`src/rtl/e203_subsys_pllseq_pkg.sv`:
```
// Shared types and reset defaults for the PLL reconfiguration sequencer.
// E203_PLLSEQ_CFG_CHECK_EN enables the illegal-setting check helper's use in the top.
package e203_subsys_pllseq_pkg;

  typedef enum logic [2:0] {
    ST_IDLE_BYP = 3'd0,
    ST_RUN      = 3'd1,
    ST_SWBYP    = 3'd2,
    ST_PWRDN    = 3'd3,
    ST_PROG     = 3'd4,
    ST_LOCK     = 3'd5,
    ST_SWPLL    = 3'd6
  } state_e;

  localparam logic [1:0] OD_RST     = 2'd2;
  localparam logic [7:0] M_RST      = 8'd32;
  localparam logic [4:0] N_RST      = 5'd1;
  localparam logic       DIVBY1_RST = 1'b1;
  localparam logic [5:0] DIV_RST    = 6'd0;

  typedef struct packed {
    logic       bypass;
    logic [1:0] od;
    logic [7:0] m;
    logic [4:0] n;
    logic       divby1;
    logic [5:0] div;
  } cfg_t;

  // Settings the PLL cannot lock with; a bypass request never programs them.
  function automatic logic cfg_invalid(cfg_t c);
    return !c.bypass && ((c.n == 5'd0) || (c.m < 8'd2) || (c.od == 2'd3));
  endfunction

endpackage

```
`src/rtl/e203_subsys_pllseq_tmr.sv`:
```
// Shared down-counter for the sequencer: load N-1 on state entry, flag zero.
module e203_subsys_pllseq_tmr #(
  parameter int CNT_W = 11
) (
  input  logic             clk,
  input  logic             rst,
  input  logic             load,
  input  logic [CNT_W-1:0] load_val,
  output logic             zero
);

  logic [CNT_W-1:0] cnt;

  always_ff @(posedge clk or posedge rst) begin
    if (rst) begin
      cnt <= '0;
    end else if (load) begin
      cnt <= load_val;
    end else if (cnt != '0) begin
      cnt <= cnt - 1'b1;
    end
  end

  assign zero = (cnt == '0);

endmodule

```
`src/rtl/e203_subsys_pllseq.sv`:
```
// PLL reconfiguration sequencer: bypass, power down, reprogram, reset, lock, switch back.
// Build option E203_PLLSEQ_CFG_CHECK_EN rejects illegal OD/M/N requests with cfg_err.
//
// state    | meaning
// IDLE_BYP | PLL asleep in reset, crystal clock selected
// RUN      | PLL locked and selected
// SWBYP    | mux moved to crystal, waiting for glitch-free switch
// PWRDN    | one cycle with PLL asleep and in reset
// PROG     | new settings applied, PLL awake, reset held
// LOCK     | reset released, waiting for lock
// SWPLL    | mux moved back to PLL, waiting for switch
module e203_subsys_pllseq
  import e203_subsys_pllseq_pkg::*;
#(
  parameter int BYP_SETTLE  = 8,
  parameter int RST_CYCLES  = 16,
  parameter int LOCK_CYCLES = 1024,
  parameter int CNT_W       = 11
) (
  input  logic       hfextclk,
  input  logic       hfclkrst,
  input  logic       cfg_req,
  output logic       cfg_ack,
  output logic       cfg_err,
  input  logic       cfg_bypass,
  input  logic [1:0] cfg_od,
  input  logic [7:0] cfg_m,
  input  logic [4:0] cfg_n,
  input  logic       cfg_divby1,
  input  logic [5:0] cfg_div,
  output logic       busy,
  output logic       pllbypass,
  output logic       pll_ASLEEP,
  output logic       pll_RESET,
  output logic [1:0] pll_OD,
  output logic [7:0] pll_M,
  output logic [4:0] pll_N,
  output logic       plloutdivby1,
  output logic [5:0] plloutdiv
);

  localparam logic [CNT_W-1:0] BYP_LD  = CNT_W'(BYP_SETTLE - 1);
  localparam logic [CNT_W-1:0] RST_LD  = CNT_W'(RST_CYCLES - 1);
  localparam logic [CNT_W-1:0] LOCK_LD = CNT_W'(LOCK_CYCLES - 1);

  state_e           state;
  cfg_t             shadow;
  cfg_t             cfg_in;
  logic             req_bad;
  logic             tmr_load;
  logic [CNT_W-1:0] tmr_val;
  logic             tmr_zero;

  always_comb begin
    cfg_in.bypass = cfg_bypass;
    cfg_in.od     = cfg_od;
    cfg_in.m      = cfg_m;
    cfg_in.n      = cfg_n;
    cfg_in.divby1 = cfg_divby1;
    cfg_in.div    = cfg_div;
`ifdef E203_PLLSEQ_CFG_CHECK_EN
    req_bad = cfg_invalid(cfg_in);
`else
    req_bad = 1'b0;
`endif
  end

  // Timer loads coincide with the edge that enters a timed state.
  always_comb begin
    tmr_load = 1'b0;
    tmr_val  = '0;
    case (state)
      ST_IDLE_BYP: if (cfg_req && !req_bad && !cfg_bypass) begin tmr_load = 1'b1; tmr_val = RST_LD;  end
      ST_RUN:      if (cfg_req && !req_bad)                begin tmr_load = 1'b1; tmr_val = BYP_LD;  end
      ST_PWRDN:    if (!shadow.bypass)                     begin tmr_load = 1'b1; tmr_val = RST_LD;  end
      ST_PROG:     if (tmr_zero)                           begin tmr_load = 1'b1; tmr_val = LOCK_LD; end
      ST_LOCK:     if (tmr_zero)                           begin tmr_load = 1'b1; tmr_val = BYP_LD;  end
      default: ;
    endcase
  end

  e203_subsys_pllseq_tmr #(.CNT_W(CNT_W)) u_tmr (
    .clk      (hfextclk),
    .rst      (hfclkrst),
    .load     (tmr_load),
    .load_val (tmr_val),
    .zero     (tmr_zero)
  );

  always_ff @(posedge hfextclk or posedge hfclkrst) begin
    if (hfclkrst) begin
      state        <= ST_IDLE_BYP;
      shadow       <= '{bypass: 1'b1, od: OD_RST, m: M_RST, n: N_RST, divby1: DIVBY1_RST, div: DIV_RST};
      pllbypass    <= 1'b1;
      pll_ASLEEP   <= 1'b1;
      pll_RESET    <= 1'b1;
      pll_OD       <= OD_RST;
      pll_M        <= M_RST;
      pll_N        <= N_RST;
      plloutdivby1 <= DIVBY1_RST;
      plloutdiv    <= DIV_RST;
      cfg_ack      <= 1'b0;
      cfg_err      <= 1'b0;
      busy         <= 1'b0;
    end else begin
      cfg_ack <= 1'b0;
      cfg_err <= 1'b0;
      case (state)
        ST_IDLE_BYP: begin
          if (cfg_req) begin
            if (req_bad) begin
              cfg_err <= 1'b1;
            end else begin
              shadow <= cfg_in;
              if (cfg_bypass) begin
                cfg_ack <= 1'b1;
              end else begin
                state        <= ST_PROG;
                pll_OD       <= cfg_od;
                pll_M        <= cfg_m;
                pll_N        <= cfg_n;
                plloutdivby1 <= cfg_divby1;
                plloutdiv    <= cfg_div;
                pll_ASLEEP   <= 1'b0;
                pll_RESET    <= 1'b1;
                busy         <= 1'b1;
              end
            end
          end
        end
        ST_RUN: begin
          if (cfg_req) begin
            if (req_bad) begin
              cfg_err <= 1'b1;
            end else begin
              shadow    <= cfg_in;
              state     <= ST_SWBYP;
              pllbypass <= 1'b1;
              busy      <= 1'b1;
            end
          end
        end
        ST_SWBYP: begin
          if (tmr_zero) begin
            state      <= ST_PWRDN;
            pll_ASLEEP <= 1'b1;
            pll_RESET  <= 1'b1;
          end
        end
        ST_PWRDN: begin
          if (shadow.bypass) begin
            state   <= ST_IDLE_BYP;
            cfg_ack <= 1'b1;
            busy    <= 1'b0;
          end else begin
            state        <= ST_PROG;
            pll_OD       <= shadow.od;
            pll_M        <= shadow.m;
            pll_N        <= shadow.n;
            plloutdivby1 <= shadow.divby1;
            plloutdiv    <= shadow.div;
            pll_ASLEEP   <= 1'b0;
          end
        end
        ST_PROG: begin
          if (tmr_zero) begin
            state     <= ST_LOCK;
            pll_RESET <= 1'b0;
          end
        end
        ST_LOCK: begin
          if (tmr_zero) begin
            state     <= ST_SWPLL;
            pllbypass <= 1'b0;
          end
        end
        ST_SWPLL: begin
          if (tmr_zero) begin
            state   <= ST_RUN;
            cfg_ack <= 1'b1;
            busy    <= 1'b0;
          end
        end
        default: state <= ST_IDLE_BYP;
      endcase
    end
  end

endmodule
```
`config.mk`:
```
export PLATFORM = sky130hd
export DESIGN_NAME = e203_subsys_pllseq
export DESIGN_NICKNAME = d
export VERILOG_FILES = /design/src/rtl/e203_subsys_pllseq_pkg.sv /design/src/rtl/e203_subsys_pllseq_tmr.sv /design/src/rtl/e203_subsys_pllseq.sv
export SDC_FILE = /design/constraint.sdc
export NUM_CORES = 1
export LEC_CHECK = 0
export ABC_AREA = 1
export BUFFER_PORTS_ARGS = -buffer_cell sky130_fd_sc_hd__clkbuf_2
export CORE_ASPECT_RATIO = 1.4
export CORE_MARGIN = 4
export CORE_UTILIZATION = 40
export CTS_CLUSTER_DIAMETER = 30
export DETAILED_ROUTE_END_ITERATION = 16
export PLACE_DENSITY = 0.57
export SLEW_MARGIN = 10
export SYNTH_ARGS = -nofsm -noshare
export SYNTH_HDL_FRONTEND = slang
export SYNTH_SLANG_ARGS = --single-unit
export TNS_END_PERCENT = 100
```
`constraint.sdc`:
```
create_clock -name hfextclk -period 2.8 [get_ports hfextclk]
set_clock_uncertainty 0.05 [all_clocks]
set_input_delay 0.56 -clock hfextclk [delete_from_list [all_inputs] [get_ports hfextclk]]
set_output_delay 0.56 -clock hfextclk [all_outputs]
set_load 0.005 [all_outputs]
```
# [After elaboration in Yosys (flattened, before gate mapping)]
# Index checks and enable logic that the tools add are counted.
# Widths: inputs -> output; s select.
[word_totals] input_bits=26 regBits=64 out_inout_bits=28 word_cells=113
[op_classes] reduce_logical=20 eq_ne=15 n_addsub=1 mux=59
[op_table] cell="$pmux 10 s5" n=1
[op_table] cell="$mux 3" n=10
[op_table] cell="$mux 8" n=3
[op_table] cell="$mux 11" n=2
[op_table] cell="$pmux 3 s7" n=1
[op_table] cell="$mux 1" n=19
[op_table] cell="$mux 6" n=3
[op_table] cell="$ne 2x2->1 const B" n=9
[op_table] cell="$pmux 8 s2" n=1
[op_table] cell="$mux 5" n=3
[op_table] cell="$pmux 6 s2" n=1
[op_table] cell="$logic_not 11->1" n=1
[op_table] cell="$reduce_bool 11->1" n=1
[op_table] cell="$sub 11x1->11 const B" n=1
[op_table] cell="$mux 10" n=1
[op_table] cell="$pmux 5 s2" n=1
[op_table] cell="$reduce_and 5->1" n=2
[op_table] cell="$eq 3x3->1 const B" n=3
[op_table] cell="$pmux 1 s3" n=3
[op_table] cell="$mux 4" n=2
[op_table] cell="$pmux 1 s4" n=2
[op_table] cell="$reduce_and 7->1" n=1
[op_table] cell="$eq 3x2->1 const B" n=2
[op_table] cell="$mux 2" n=3
[op_table] cell="other kinds (14)" n=19

# [Depth between registers and ports, before layout]
# Gate-level depths: netlist of the first run.
[logic_depth] depth_word=5 depth_mapped=11 depth_no_buf=11

# [Modules after synthesis]
# From an unflattened synthesis of the first run, not the netlist that was laid out.
[hier_totals] cells_unflattened=427 hier_area_um2=3342.0
[modules_own_cells] module="e203_subsys_pllseq" seq_area_each_um2=1341.3 instances=1 area_each_um2=2582.5 cells_each=329
[modules_own_cells] module="e203_subsys_pllseq_tmr" seq_area_each_um2=275.3 instances=1 area_each_um2=759.5 cells_each=98

# [Worst setup path after synthesis of the first run]
# No wires, ideal clock.
[synth_path] path_type="reg2reg" from="reg u_tmr.cnt[0]" to="reg state[0]" required_time_ns=2.631 path_slack_ns=1.181 synth_period_minus_slack_ns=1.619 path_stages_with_launch=9 path_buffers=0 t_arrival_ns=1.451 setup_ns=0.119 cell_sequence="dfrtp_1 inv_1 ha_1 nand2_2 nor2_2 nand2_4 nand2_1 nand3_2 o21a_1"
[synth_between] elab_chain_cells=3 elab_cells_between_ends=6 cone_classes="eq/ne: 4; reduce/logical: 2"
[synth_rtl] element="start, declared" line="e203_subsys_pllseq_tmr.sv:12" rtl="logic [CNT_W-1:0] cnt;"
[synth_rtl] element="start signal, assigned" line="e203_subsys_pllseq_tmr.sv:18" rtl="cnt <= load_val;"
[synth_rtl] element="start signal, assigned" line="e203_subsys_pllseq_tmr.sv:20" rtl="cnt <= cnt - 1'b1;"
[synth_rtl] element="$logic_not 11->1 *" line="e203_subsys_pllseq_tmr.sv:24" rtl="assign zero = (cnt == '0);"
[synth_rtl] element="$ne 2x2->1 (no source line)"
[synth_rtl] element="$reduce_and 7->1 (no source line) *"
[synth_rtl] element="end signal, assigned" line="e203_subsys_pllseq.sv:92" rtl="state <= ST_IDLE_BYP;"
[synth_rtl] element="end signal, assigned" line="e203_subsys_pllseq.sv:118" rtl="state <= ST_PROG;"
[synth_rtl] element="end signal, assigned" line="e203_subsys_pllseq.sv:137" rtl="state <= ST_SWBYP;"
[synth_rtl] element="end, declared" line="e203_subsys_pllseq.sv:46" rtl="state_e state;"
# Mark *: on every way between the ends. The rest lies on a longest branch, timed or not.
# A chain may end at the register's enable or synchronous reset.

# [Worst setup path after layout of the first run]
[layout_path] from="reg state[1]" to="reg u_tmr.cnt[3]"
[layout_between] elab_chain_cells=4 elab_cells_between_ends=10 cone_classes="eq/ne: 4; mux: 3; reduce/logical: 3"
[layout_rtl] element="$eq 3x3->1" line="e203_subsys_pllseq.sv:72" rtl="case (state)"
[layout_rtl] element="$reduce_or 2->1 (no source line)"
[layout_rtl] element="$pmux 1 s4" line="e203_subsys_pllseq.sv:72"
[layout_rtl] element="$mux 11 / $reduce_bool 2->1 (equally long branches)"
# Parallel ways exist; a longest one is shown, timed or not.

==> flow_summary.yaml, run 1 <==
run_status:
  status: "finished clean"
synth:
  yosys_warnings: 0
  ys_ff_latch: 64
  synth_enable_flop_cells: 0
  netlist_instances: 373
  syn_nets: 400
  netlist_area_um2: 3080
  avgSynthCellArea_um2: 8.26
  async_flop_share_pct: 100
  ys.flop_type: "dfrtp_1"
  synth_cell_types: 34
  yosysSeqAreaShare_pct: 52.5
finish:
  final_cell_mix: "nand2_1, dfrtp_1, clkbuf_2"
  area_growth_pct: 18.1
  nets: 451
  drive_above_1_share_pct: 24.7
  diodes: 0
  final_area_um2: 3640
  final_common_cell: "nand2_1"
timing:
  clock.fmax_mhz: 490
  relSlewSlack_pct: 46.2
  tightest_slew_ns: 0.808
  fin_tns_setup_ns: 0
  fin_crit_ns: 2.04
  rsz0062_at_grt: "no"
  setup_viol: 0
  hold_viol: 0
  slew_violations: 0
  post-route-period-util_pct: 72.9
critical_path:
  path_class: "reg -> reg"
  rr_worst_depth: 10
  worst_setup_path_start_kind: "flop"
  path_max_fanout: 46
  r2r-end: "u_tmr.cnt[3]$_DFFE_PP0P_"
  critPathArrivalTime_ns: 2.26
  required_ns: 3.01
  r2r_slack_ns: 0.76
  endpoint_kind: "flop"
  r2r-start: "state[1]$_DFFE_PP0P_"
clock_network:
  cts_root_buffer: "clkbuf_8"
  cts_sinks: 64
  cts_resized: 0
  clkSlewWorstSetupHoldPaths_ns: 0.08
  hold_buffers: 0
  insertion_delay_ns: 0.33
  cts_max_path_buffers: 2
  post_cts_buffers: 0
  cts_tree: "built"
  cts_buffers: 9
  htree_levels: 3
min_path:
  hold_path.class: "in -> async"
global_routing:
  grt_pass1_vias: 2611
  grt.total_usage_pct: 16.5
  grt_max_degree: 65
  grt_pass1_wl_um: 11900
  grt_overflow: 0
  antenna_found_initial: 0
placed_design:
  hpwl_um: 4670
  io_buffers: 52
  dpl_cell_area_um2: 3390
  gp_congestion: 0.803
floorplan:
  initial_core_util_pct: 41.6
  die-area_um2: 9190
  boundaryPins: 54
  die_w_um: 82.2
  placementRows: 37
  fp.dieH_um: 112
  core_um2: 7410
job:
  max_cap_viol_count: 0
routing:
  ant_nets: 0
  drt_iter0_drc: 140
  routedWlPerCell_um: 12.8
  drc: 0
  vias_per_cell: 4.83
  drtPass1Iterations: 4
  vias: 2539
  routed_wl_um: 6740
power_and_ir_drop:
  ir_drop_uv: 529
  pwr-share-clk_pct: 23.8
  switching_share_pct: 36.6
  p_int_mw: 2.57
  p_sw_mw: 1.48
  leakage_nw: 1.83
  power_density_nw_per_um2: 1110
  power.share.sequential_pct: 41.8
  pwr-share-comb_pct: 34.4
[Yosys cell counts, types with 2 or more instances]
| cell | n | area (µm²) |
|---|---|---|
| nand3_2 | 3 | 30.0 |
| a31oi_1 | 22 | 138 |
| clkbuf_1 | 3 | 11.3 |
| buf_4 | 3 | 22.5 |
| nor2_2 | 4 | 25.0 |
| nand2_2 | 5 | 31.3 |
| buf_2 | 6 | 30.0 |
| xor2_1 | 2 | 17.5 |
| inv_2 | 2 | 7.51 |
| buf_6 | 2 | 22.5 |
| nor2_4 | 3 | 33.8 |
| o21ai_0 | 7 | 35.0 |
| nand2_1 | 149 | 559 |
| xnor2_1 | 4 | 35.0 |
| a21oi_1 | 13 | 65.1 |
| nand3_1 | 5 | 25.0 |
| dfrtp_1 | 52 | 1300 |
| nor2_1 | 44 | 165 |
| inv_1 | 13 | 48.8 |
| o21ai_1 | 4 | 20.0 |
| dfstp_2 | 12 | 315 |
| nand2_4 | 3 | 33.8 |
[critical path: stages (launching register included)]
cell     delay, ns
dfrtp_1       0.53
nand2_2       0.14
nor2_8        0.34
nand2_2       0.11
nand2_4       0.38
nor2_4        0.07
nand2_4       0.10
inv_4         0.06
nand2_2       0.05
nand2_1       0.05
nor2_2        0.07
[power groups by stage]
stage,Clock [mW],Sequential [mW],Combinational (mW)
6_report,0.965,1.69,1.39
2_1_floorplan,0,1.64,1.05
3_5_place_dp,0,1.70,1.42
5_1_grt,1.04,1.75,1.65
3_3_place_gp,0,1.69,1.39
4_1_cts,0.998,1.69,1.42
[routing by layer]
layer / vias up / part of all wire [%] / track usage (%)
li1: 1286 / - / -
met1: 1204 / 44 / 20.7
met2: 42 / 51 / 28.1
met3: 7 / 3.5 / 3.24
met4: 0 / 1.2 / 4.99
met5: - / 0 / 0
[flip-flops by register name (all words and copies together) (netlist names)]
register and count:
shadow 23, u_tmr.cnt 11, pll_M 8, plloutdiv 6, pll_N 5, state 3, pll_OD 2, busy 1
cfg_ack 1, pll_ASLEEP 1, pll_RESET 1, pllbypass 1, plloutdivby1 1
[kinds of logic after synthesis]
logic type / count (synthesis) / share of synthesized area [%]
AOI/OAI and AO/OA: 49 / 9.10
xor gates and xnor gates: 6 / 1.71
adders and majority gates: 1 / 0.406
buffers and inverters: 31 / 4.96
DFF: 64 / 52.5
other: 1 / 0.122
and+or+nand+nor: 221 / 31.2
[final cells by class]
class,count,area (µm²)
Fill cell,760,3770
Clock inverter,6,116
Timing Repair Buffer,55,283
Multi-Input combinational cell,278,1310
Inverter,16,62.6
Clock buffer,10,128
Tap cell,97,121
Sequential cell,64,1620
[metrics by stage]
stage	instances	power, mW	utilization, %	setup WS [ns]	hold slack [ns]
floorplan	373	2.69	-	0.612	0.398
global placement	510	3.09	45.8	0.814	0.405
detailed placement	510	3.12	45.8	0.754	0.406
CTS	526	4.11	49.1	0.744	0.347
global route	526	4.44	49.1	0.510	0.360
finish	526	4.05	49.1	0.759	0.367
[worst max-delay path by stage]
stage	startpoint	endpoint	cells after the start
after floorplan	hfclkrst	busy$_DFFE_PP0P_	1
after global placement	state[1]$_DFFE_PP0P_	u_tmr.cnt[3]$_DFFE_PP0P_	10
after detailed placement	state[1]$_DFFE_PP0P_	u_tmr.cnt[7]$_DFFE_PP0P_	9
after CTS	state[1]$_DFFE_PP0P_	u_tmr.cnt[3]$_DFFE_PP0P_	10
after global routing	state[1]$_DFFE_PP0P_	u_tmr.cnt[3]$_DFFE_PP0P_	10
final	state[1]$_DFFE_PP0P_	u_tmr.cnt[3]$_DFFE_PP0P_	10
Power figures use the tool's default switching activity.
==> run 2, diff against run 1 <==
ABC_AREA = 0   (was 1)
PLACE_DENSITY = 0.6   (was 0.57)
clock period = 1.7 ns   (was 2.8 ns; I/O delays follow)
==> run 2 against run 1 <==
  * The flow now finishes with violations (negative setup slack)
  * Via count decreased by 4.1%
  * Register-to-register slack got worse by 0.82 ns
  * Global-route usage grew 0.51 points
  * Routed wire length increased by 8.0%
  * Sequential share of layout area decreased by 7.2 points
  * Area after synthesis increased by 0.45%
  * Critical endpoint is now pll_M[0]$_DFFE_PP0P_
  * Largest cell class unchanged
  * Highest routed layer unchanged
==> flow_summary.yaml, run 2 <==
synth:
  ys_top_cells_by_count: "dfrtp_1, nand2_1, nor2_1"
  yosys_warnings: 0
  post-synth-top-count-cell: "dfrtp_1"
  synth_enable_flop_cells: 0
  avgSynthCellArea_um2: 10.8
  syn_nets: 314
  yosys.area.top_type_share_pct: 42.1
  netlist_instances: 287
  netlist_area_um2: 3090
  ys_top_cells_by_area: "dfrtp_1, dfstp_2, mux2_2"
  netlist.top_cell.by_area: "dfrtp_1"
  synth_cell_types: 51
  yosysSeqAreaShare_pct: 52.3
  ys_ff_latch: 64
  ys.flop_type: "dfrtp_1"
  async_flop_share_pct: 100
power_and_ir_drop:
  ir_drop_uv: 554
  leakage_nw: 1.82
  total_power_mw: 4.46
  power_density_nw_per_um2: 1030
global_routing:
  antenna_found_initial: 0
  grt.total_usage_pct: 17.0
  grt_max_degree: 65
  grt_overflow: 0
  grt_pass1_vias: 2541
  grt_pass1_wl_um: 12000
finish:
  area_growth_pct: 40.5
  drive_above_1_share_pct: 55.4
  final_area_um2: 4350
  largest_reg_flops: 23
  final_cell_mix: "clkbuf_2, dfrtp_1, nand2_1"
  nets: 412
  top_register: "shadow"
  diodes: 0
  final_cells: 487
  final_common_cell: "clkbuf_2"
  reg_top3: "shadow x23, u_tmr.cnt x11, pll_M x8"
run_status:
  status: "finished, violations left"
  failed_checks: "negative setup slack"
job:
  max_cap_viol_count: 0
timing:
  slew_violations: 0
  whs_ns: 0.00949
  fin_crit_ns: 1.77
  hold_viol: 0
  setup_viol: 27
  clock.fmax_mhz: 566
  rsz0062_at_grt: "yes"
  worst_slack_ns: -0.0664
  post-route-period-util_pct: 104
clock_network:
  cts_sinks: 64
  cts_root_buffer: "clkbuf_8"
  cts_buffers: 9
  insertion_delay_ns: 0.35
  clkSlewWorstSetupHoldPaths_ns: 0.07
  cts_tree: "built"
  htree_levels: 3
  cts_max_path_buffers: 2
routing:
  vias_per_cell: 5.00
  routed_wl_um: 7280
  vias: 2436
  drc: 0
  routedWlPerCell_um: 14.9
  ant_nets: 0
  drt_iter0_drc: 86
  drtPass1Iterations: 4
floorplan:
  placementRows: 37
  boundaryPins: 54
  die-area_um2: 9220
  die_w_um: 82.3
  core_um2: 7450
  initial_core_util_pct: 41.5
  fp.dieH_um: 112
critical_path:
  worst_setup_path_start_kind: "flop"
  crit_chain: "or4b_4, a21oi_4, buf_6, clkbuf_16, nor2_2, a31oi_1"
  path_buf_inv: 2
  critPathArrivalTime_ns: 1.98
  crit_path_max_incr_delay_ns: 0.55
  required_ns: 1.92
  r2r_slack_ns: -0.07
  path_max_fanout: 5
  slowest_stage: "or4b_4"
  rr_worst_depth: 6
  endpoint_kind: "flop"
  r2r-end: "pll_M[0]$_DFFE_PP0P_"
  path_class: "reg -> reg"
  crit_family: "simple AND/OR/NAND/NOR gates"
  r2r-start: "state[0]$_DFFE_PP0P_"
placed_design:
  hpwl_um: 4720
  dpl_cell_area_um2: 3780
  gp_congestion: 0.826
  dp_cells: 460
  io_buffers: 52
  place_ws_ns: -0.116
min_path:
  hold_path.class: "in -> async"
[run 2: cell types whose count changed in the layout (fill, tap and decap cells not counted), moves of 5 or more]
cell and change:
mux2_2 +22, buf_4 +31, nand2_1 -99, inv_1 -9, buf_12 +6, nand2_2 -5
buf_6 +7, a31oi_1 -18, nor2_1 -29, nor2_2 +5, a21oi_1 -10, a31oi_2 +18
[run 2: what timing repair did]
| action | CTS | global route |
|---|---|---|
| hold buffers | 0 | 0 |
| gates resized for setup | 16 | 40 |
| cloned | 2 | 2 |
| setup endpoints to repair | 37 | 40 |
| pin swaps | 2 | 6 |
| buffers inserted | 6 | 3 |
[run 2: worst max path at each step]
stage / endpoint / startpoint / cells past startpoint
6_report: pll_M[0]$_DFFE_PP0P_ / state[0]$_DFFE_PP0P_ / 6
3_3_place_gp: pll_M[4]$_DFFE_PP0P_ / cfg_bypass / 6
3_5_place_dp: pll_N[1]$_DFFE_PP0P_ / cfg_bypass / 6
2_1_floorplan: shadow[0]$_DFFE_PP0P_ / state[2]$_DFFE_PP0P_ / 4
4_1_cts: pll_M[4]$_DFFE_PP0P_ / state[0]$_DFFE_PP0P_ / 6
5_1_grt: pll_M[0]$_DFFE_PP0P_ / state[0]$_DFFE_PP0P_ / 6
[run 2: logic make-up after synthesis]
| logic type | Yosys count | share of synthesized area, % |
|---|---|---|
| buffers and inverters | 23 | 3.88 |
| multiplexers | 23 | 8.33 |
| other | 1 | 0.121 |
| adder cells (fa/ha/maj) | 1 | 0.404 |
| AND/OR/NAND/NOR | 108 | 16.4 |
| XOR/XNOR | 5 | 1.42 |
| AO/OA/AOI/OAI | 62 | 17.2 |
| flip-flops | 64 | 52.3 |
[run 2: area by class of cell]
cell class              instances  area (µm²)
clock buffers                  10         138
multi-input cells             200        1530
flip-flops and latches         64        1620
inverters                       6        26.3
well taps                      97         121
clock inverters                 6        82.6
repair buffers                104         835
fillers                       641        3110
[run 2: worst register-to-register path: cells and delay by family, from the launching register on]
family	cells	cell delay, ns
buffers and inverters	2	0.33
AND/OR/NAND/NOR	2	0.59
flip-flops	1	0.40
AO/OA/AOI/OAI	2	0.32
[run 2: per-layer routing]
layer  GRT usage, %  wire length (µm)
met1           19.8              3000
met2           29.2              3960
met3           3.61               162
met4           7.43               155
met5              0                 0
[run 2: per-stage QoR]
stage / TNS [ns] / utilization, %
after floorplan: 0 / -
after global placement: -1.99 / 50.8
after detailed placement: -2.58 / 50.8
after CTS: -1.17 / 55.7
after global routing: -3.53 / 58.3
final: -0.961 / 58.3
[run 2: power by group]
group,switching (mW),internal (mW)
clock,0.602,0.857
combinational,0.443,0.608
sequential,0.178,1.77
